<file path="src/rtl/sram_ctrl.sv">
// sram_ctrl: carries one 32-bit bus access at a time to an asynchronous 16-bit SRAM.
// Each access runs as a low-halfword phase and/or a high-halfword phase, each WAIT_CYCLES clocks long.

package sram_ctrl_pkg;
   typedef struct packed {
      logic        mem_valid;
      logic [31:0] mem_addr;
      logic [31:0] mem_wdata;
      logic [3:0]  mem_wstrb;
   } mem_in_type;

   typedef struct packed {
      logic        mem_ready;
      logic [31:0] mem_rdata;
   } mem_out_type;
endpackage

module sram_ctrl
   import sram_ctrl_pkg::*;
#(
   parameter int WAIT_CYCLES = 2,
   parameter int ADDR_BITS   = 21
) (
   input  logic                 clock,
   input  logic                 reset,
   input  mem_in_type           ram_in,
   output mem_out_type          ram_out,
   output logic [ADDR_BITS-2:0] sram_addr,
   output logic [15:0]          sram_dq_o,
   input  logic [15:0]          sram_dq_i,
   output logic                 sram_dq_oe,
   output logic                 sram_ce_n,
   output logic                 sram_oe_n,
   output logic                 sram_we_n,
   output logic                 sram_lb_n,
   output logic                 sram_ub_n
);

   typedef enum logic [1:0] {IDLE, LO, HI} state_e;

   typedef struct packed {
      logic [ADDR_BITS-2:0] addr;
      logic [15:0]          dq;
      logic                 dqOe;
      logic                 ceN;
      logic                 oeN;
      logic                 weN;
      logic                 lbN;
      logic                 ubN;
   } sramCtl_t;

   localparam logic [3:0] LAST_CNT = 4'(WAIT_CYCLES - 1);
   localparam logic [3:0] HOLD_CNT = 4'(WAIT_CYCLES - 2);
   localparam sramCtl_t RESET_CTL = '{addr: '0, dq: '0, dqOe: 1'b0, ceN: 1'b1,
                                      oeN: 1'b1, weN: 1'b1, lbN: 1'b1, ubN: 1'b1};

   state_e               state_q;
   logic [3:0]           cnt_q;
   logic [ADDR_BITS-3:0] wordAddr_q;
   logic [31:0]          wdata_q;
   logic [3:0]           wstrb_q;
   logic                 isWrite_q;
   logic [15:0]          rdLo_q;
   logic                 ready_q;
   logic [31:0]          rdata_q;
   sramCtl_t             ctl_q;

   logic [ADDR_BITS-3:0] reqWordAddr;
   logic                 reqWrite;
   logic                 unusedAddrBits;

   assign reqWordAddr    = ram_in.mem_addr[ADDR_BITS-1:2];
   assign reqWrite       = |ram_in.mem_wstrb;
   assign unusedAddrBits = ^{ram_in.mem_addr[31:ADDR_BITS], ram_in.mem_addr[1:0]};

   // Pad settings for the first cycle of a phase; we_n is later raised for the hold cycle.
   function automatic sramCtl_t phaseCtl(input logic write, input logic hi,
                                         input logic [ADDR_BITS-3:0] wordAddr,
                                         input logic [3:0] strb, input logic [31:0] wdata);
      sramCtl_t c;
      c.addr = {wordAddr, hi};
      c.dq   = write ? (hi ? wdata[31:16] : wdata[15:0]) : 16'h0;
      c.dqOe = write;
      c.ceN  = 1'b0;
      c.oeN  = write;
      c.weN  = ~write;
      c.lbN  = write ? ~(hi ? strb[2] : strb[0]) : 1'b0;
      c.ubN  = write ? ~(hi ? strb[3] : strb[1]) : 1'b0;
      return c;
   endfunction

   function automatic sramCtl_t releaseCtl(input sramCtl_t cur);
      sramCtl_t c;
      c      = RESET_CTL;
      c.addr = cur.addr;
      c.dq   = cur.dq;
      return c;
   endfunction

   always_ff @(posedge clock) begin
      if (reset) begin
         state_q    <= IDLE;
         cnt_q      <= '0;
         wordAddr_q <= '0;
         wdata_q    <= '0;
         wstrb_q    <= '0;
         isWrite_q  <= 1'b0;
         rdLo_q     <= '0;
         ready_q    <= 1'b0;
         rdata_q    <= '0;
         ctl_q      <= RESET_CTL;
      end else begin
         ready_q <= 1'b0;
         unique case (state_q)
            IDLE: begin
               if (ram_in.mem_valid) begin
                  wordAddr_q <= reqWordAddr;
                  wdata_q    <= ram_in.mem_wdata;
                  wstrb_q    <= ram_in.mem_wstrb;
                  isWrite_q  <= reqWrite;
                  cnt_q      <= '0;
                  // A write touching only the upper halfword skips the LO phase entirely.
                  if (reqWrite && ram_in.mem_wstrb[1:0] == 2'b00) begin
                     state_q <= HI;
                     ctl_q   <= phaseCtl(1'b1, 1'b1, reqWordAddr, ram_in.mem_wstrb, ram_in.mem_wdata);
                  end else begin
                     state_q <= LO;
                     ctl_q   <= phaseCtl(reqWrite, 1'b0, reqWordAddr, ram_in.mem_wstrb, ram_in.mem_wdata);
                  end
               end
            end
            LO, HI: begin
               if (cnt_q != LAST_CNT) begin
                  cnt_q     <= cnt_q + 4'd1;
                  ctl_q.weN <= ~isWrite_q | (cnt_q == HOLD_CNT);
               end else if (state_q == LO) begin
                  rdLo_q <= sram_dq_i;
                  if (!isWrite_q || wstrb_q[3:2] != 2'b00) begin
                     state_q <= HI;
                     cnt_q   <= '0;
                     ctl_q   <= phaseCtl(isWrite_q, 1'b1, wordAddr_q, wstrb_q, wdata_q);
                  end else begin
                     state_q <= IDLE;
                     ctl_q   <= releaseCtl(ctl_q);
                     ready_q <= 1'b1;
                     rdata_q <= '0;
                  end
               end else begin
                  state_q <= IDLE;
                  ctl_q   <= releaseCtl(ctl_q);
                  ready_q <= 1'b1;
                  rdata_q <= isWrite_q ? 32'h0 : {sram_dq_i, rdLo_q};
               end
            end
            default: state_q <= IDLE;
         endcase
      end
   end

`ifndef SYNTHESIS
   // The bus may not issue while an access is in flight; such a request is dropped.
   always_ff @(posedge clock) begin
      if (!reset && state_q != IDLE)
         assert (!ram_in.mem_valid) else $warning("sram_ctrl: mem_valid while busy, request dropped");
   end
`endif

   assign ram_out    = '{mem_ready: ready_q, mem_rdata: rdata_q};
   assign sram_addr  = ctl_q.addr;
   assign sram_dq_o  = ctl_q.dq;
   assign sram_dq_oe = ctl_q.dqOe;
   assign sram_ce_n  = ctl_q.ceN;
   assign sram_oe_n  = ctl_q.oeN;
   assign sram_we_n  = ctl_q.weN;
   assign sram_lb_n  = ctl_q.lbN;
   assign sram_ub_n  = ctl_q.ubN;

endmodule
</file>
<file path="config.mk">
export PLATFORM = sky130hd
export DESIGN_NAME = sram_ctrl
export DESIGN_NICKNAME = d
export VERILOG_FILES = /design/src/rtl/sram_ctrl.sv
export SDC_FILE = /design/constraint.sdc
export NUM_CORES = 1
export LEC_CHECK = 0
export BUFFER_PORTS_ARGS = -buffer_cell sky130_fd_sc_hd__buf_2
export CAP_MARGIN = 30
export CORE_ASPECT_RATIO = 1.5
export CORE_MARGIN = 1
export CORE_UTILIZATION = 25
export DETAILED_ROUTE_END_ITERATION = 6
export GPL_TIMING_DRIVEN = 0
export MAX_ROUTING_LAYER = met4
export PLACE_DENSITY_LB_ADDON = 0.2
export SKIP_CTS_REPAIR_TIMING = 1
export SLEW_MARGIN = 20
export SYNTH_ARGS = -nofsm -noshare
export SYNTH_HDL_FRONTEND = slang
export SYNTH_SLANG_ARGS = --single-unit
</file>
<file path="constraint.sdc">
create_clock -name clock -period 2.32 [get_ports clock]
set_input_delay 0 -clock clock [delete_from_list [all_inputs] [get_ports clock]]
set_output_delay 0 -clock clock [all_outputs]
set_load 0.005 [all_outputs]
</file>
==> reports/metrics.csv <==
metric,value,unit
clk sink count,135,
Yosys warnings,0,
CTS tree,done,
Die Area,22770,sq um
Synth-to-Final Area Change,42.66,%
Final min period,2166,ps
largest net degree at the start of global routing,17,
Worst slew margin,59.04,%
"flops & latches, synth",135,
Final Max Tran Viols,0,
Starting Density,25.51,%
Max Fanout on Critical Path,10,
failing checks,"design-rule violations, negative hold slack",
syn nets,724,
Root Buffer,clkbuf_16,
critical path launch point type,flip-flop,
initial antenna violation count,0,
IO Count,162,
first-pass GRT wire length,27510,um
Setup CP Type,reg -> reg,
Post-DP HPWL,13460,um
fin cells,1148,
clock skew,13.72,ps
fill count,2267,
GRT Residual Overflow,0,
Post-Syn Area per Cell,8.766,sq um
Max-Cap Viols,0,
vias,5451,
fin crit share,93.38,%
PortBufs,147,
Max Freq,461.6,MHz
initial DRC count,284,
Synth Cell Area,5540,sq um
total track usage,16.61,%
Hold EP,sram_dq_o[14],
post-synthesis sequential area ratio,48.78,%
ANT cells,0,
DR WL/cell,16.23,um
Worst Hold Class,in -> reg,
Final Wtd Congestion,0.7859,
share of layout cells above drive strength 1,26.03,%
fraction of registers with async set/reset,0,%
Fin Hold WS,-5.608,ps
die height,184.3,um
utilization after layout,36.39,%
WL final,18630,um
Crit path arrival time,2500,ps
crit end category,flip-flop,
Reg2Reg Setup Slack,150,ps
Final Hold Vio Count,2,
status,finished with violations,
core box area,21720,sq um
top_reg_cell synth,dfxtp_1,
width of the chip,123.6,um
clock slew at reported path FFs,60,ps
most frequent cells in the layout,"153 x buf_2, 135 x dfxtp_1, 114 x a21oi_1, 111 x nand2_1, 56 x dlygate4sd3_1",
Max VDD drop,0.4791,mV
leakage,3.153,nW
num rows,66,
TritonCTS Buffers,17,
Netlist cell types,48,
worst hold path stage count,3,
post-route ant nets,0,
Fin Setup TNS,0,ps
"most common cell after layout, fill and taps aside",buf_2,
Post-synth EDFFs,0,
Worst-Skew Late Latency,430,ps
Slew @ Worst Pin,605.8,ps
DR pass1 iterations,7,
CTS H-tree depth,4,
Via density,4.748,
Inst Count DP,1052,
final setup vio count,0,
hold path startpoint,ram_in[18],
vias in the first global route,4966,
# DRC,2,
pwr dens,884.5,nW/um^2
unrepaired setup endpoints after global routing,no,
Syn Inst Count,632,
Nets,955,
Max clock buf depth,2,
CP Data Required Time,2650,ps
FF-to-FF path depth,9,
R2R Path Start,state_q[0],
FF-to-FF End,sram_dq_o[7],
-- cell type report --
class / count / area (sq um) / area share, %
flip-flops and latches: 135 / 2703 / 34.19
multi-input cells: 437 / 2524 / 31.93
repair buffers: 213 / 1369 / 17.32
clock buffers: 17 / 425.4 / 5.382
well taps: 272 / 340.3 / 4.306
plain buffers: 54 / 332.8 / 4.211
clock inverters: 15 / 186.4 / 2.359
inverters: 4 / 18.77 / 0.2375
repair inverters: 1 / 5.005 / 0.06332
-- metal layers --
metal | routed length, um | track usage [%]
met1 | 7701 | 18.20
met2 | 9811 | 29.01
met4 | 334 | 6.072
met3 | 786 | 3.651
met5 | 0 | -
-- stage by stage --
stage               area, sq um  power (mW)  setup slack (ps)  hold WS, ps
floorplan                  5540       3.563             167.4        136.0
global placement           6616       4.124            -460.0        257.2
detailed placement         6621       4.130            -450.5        261.5
CTS                        7233       6.966            -474.8       -191.2
global route               7904       7.351             15.59        4.438
finish                     7904       6.991             153.7       -5.608
-- state kept, by name (all words and copies together) (netlist names), 2 cells and up --
register    flops
cnt_q           4
rdLo_q         16
rdata_q        32
sram_addr      20
sram_dq_o      16
state_q         2
wdata_q        16
wordAddr_q     19
wstrb_q         2
-- logic make-up after synthesis --
family	synth area share [%]
fa+ha+maj	1.129
compound gates	24.28
buf+inv	6.256
flops	48.78
simple gates	16.10
mux	3.455
-- critical path, stage by stage (launching register included) --
cell,delay (ps)
dfxtp_1,400
inv_1,90
ha_1,300
clkbuf_8,190
mux2i_4,270
a21oi_4,70
and2_1,140
buf_2,190
buf_4,200
a211oi_1,210
-- power by group --
group          leakage (nW)  switching, mW  internal, mW
logic                  1.76          0.856         0.630
registers              1.10          0.132          2.55
clock network         0.294           1.19          1.63
-- synthesized netlist by cell type, types with 2 or more instances --
library cell	n	share of area [%]
a211oi_1	36	4.9
inv_1	3	0.20
a22oi_1	19	2.6
buf_4	4	0.54
mux2i_1	18	3.3
and2_1	2	0.23
a222oi_1	16	2.9
nor3b_1	2	0.27
dlygate4sd1_1	2	0.32
o21ai_0	11	0.99
buf_2	6	0.54
ha_1	5	1.1
clkbuf_1	33	2.2
o21bai_1	2	0.27
buf_6	7	1.4
clkbuf_8	2	0.50
a211o_1	2	0.32
nand2b_1	3	0.34
or3b_2	2	0.32
dfxtp_1	135	49
nor2b_1	4	0.45
nor2_1	32	2.2
nand2_1	111	7.5
nor3_1	4	0.36
a21oi_1	114	10
nand3_1	35	3.2
-- how the worst max path moves through the flow --
stage,startpoint,end,slack [ps],cells past startpoint
finish,state_q[0],sram_dq_o[7],150,9
global placement,state_q[0],sram_dq_o[11],-460,7
detailed placement,state_q[0],sram_dq_o[11],-450,7
global route,state_q[0],sram_addr[14],20,7
floorplan,state_q[0],sram_dq_o[10],170,7
CTS,state_q[0],sram_dq_o[11],-470,7
(Power assumes the default switching activity.)
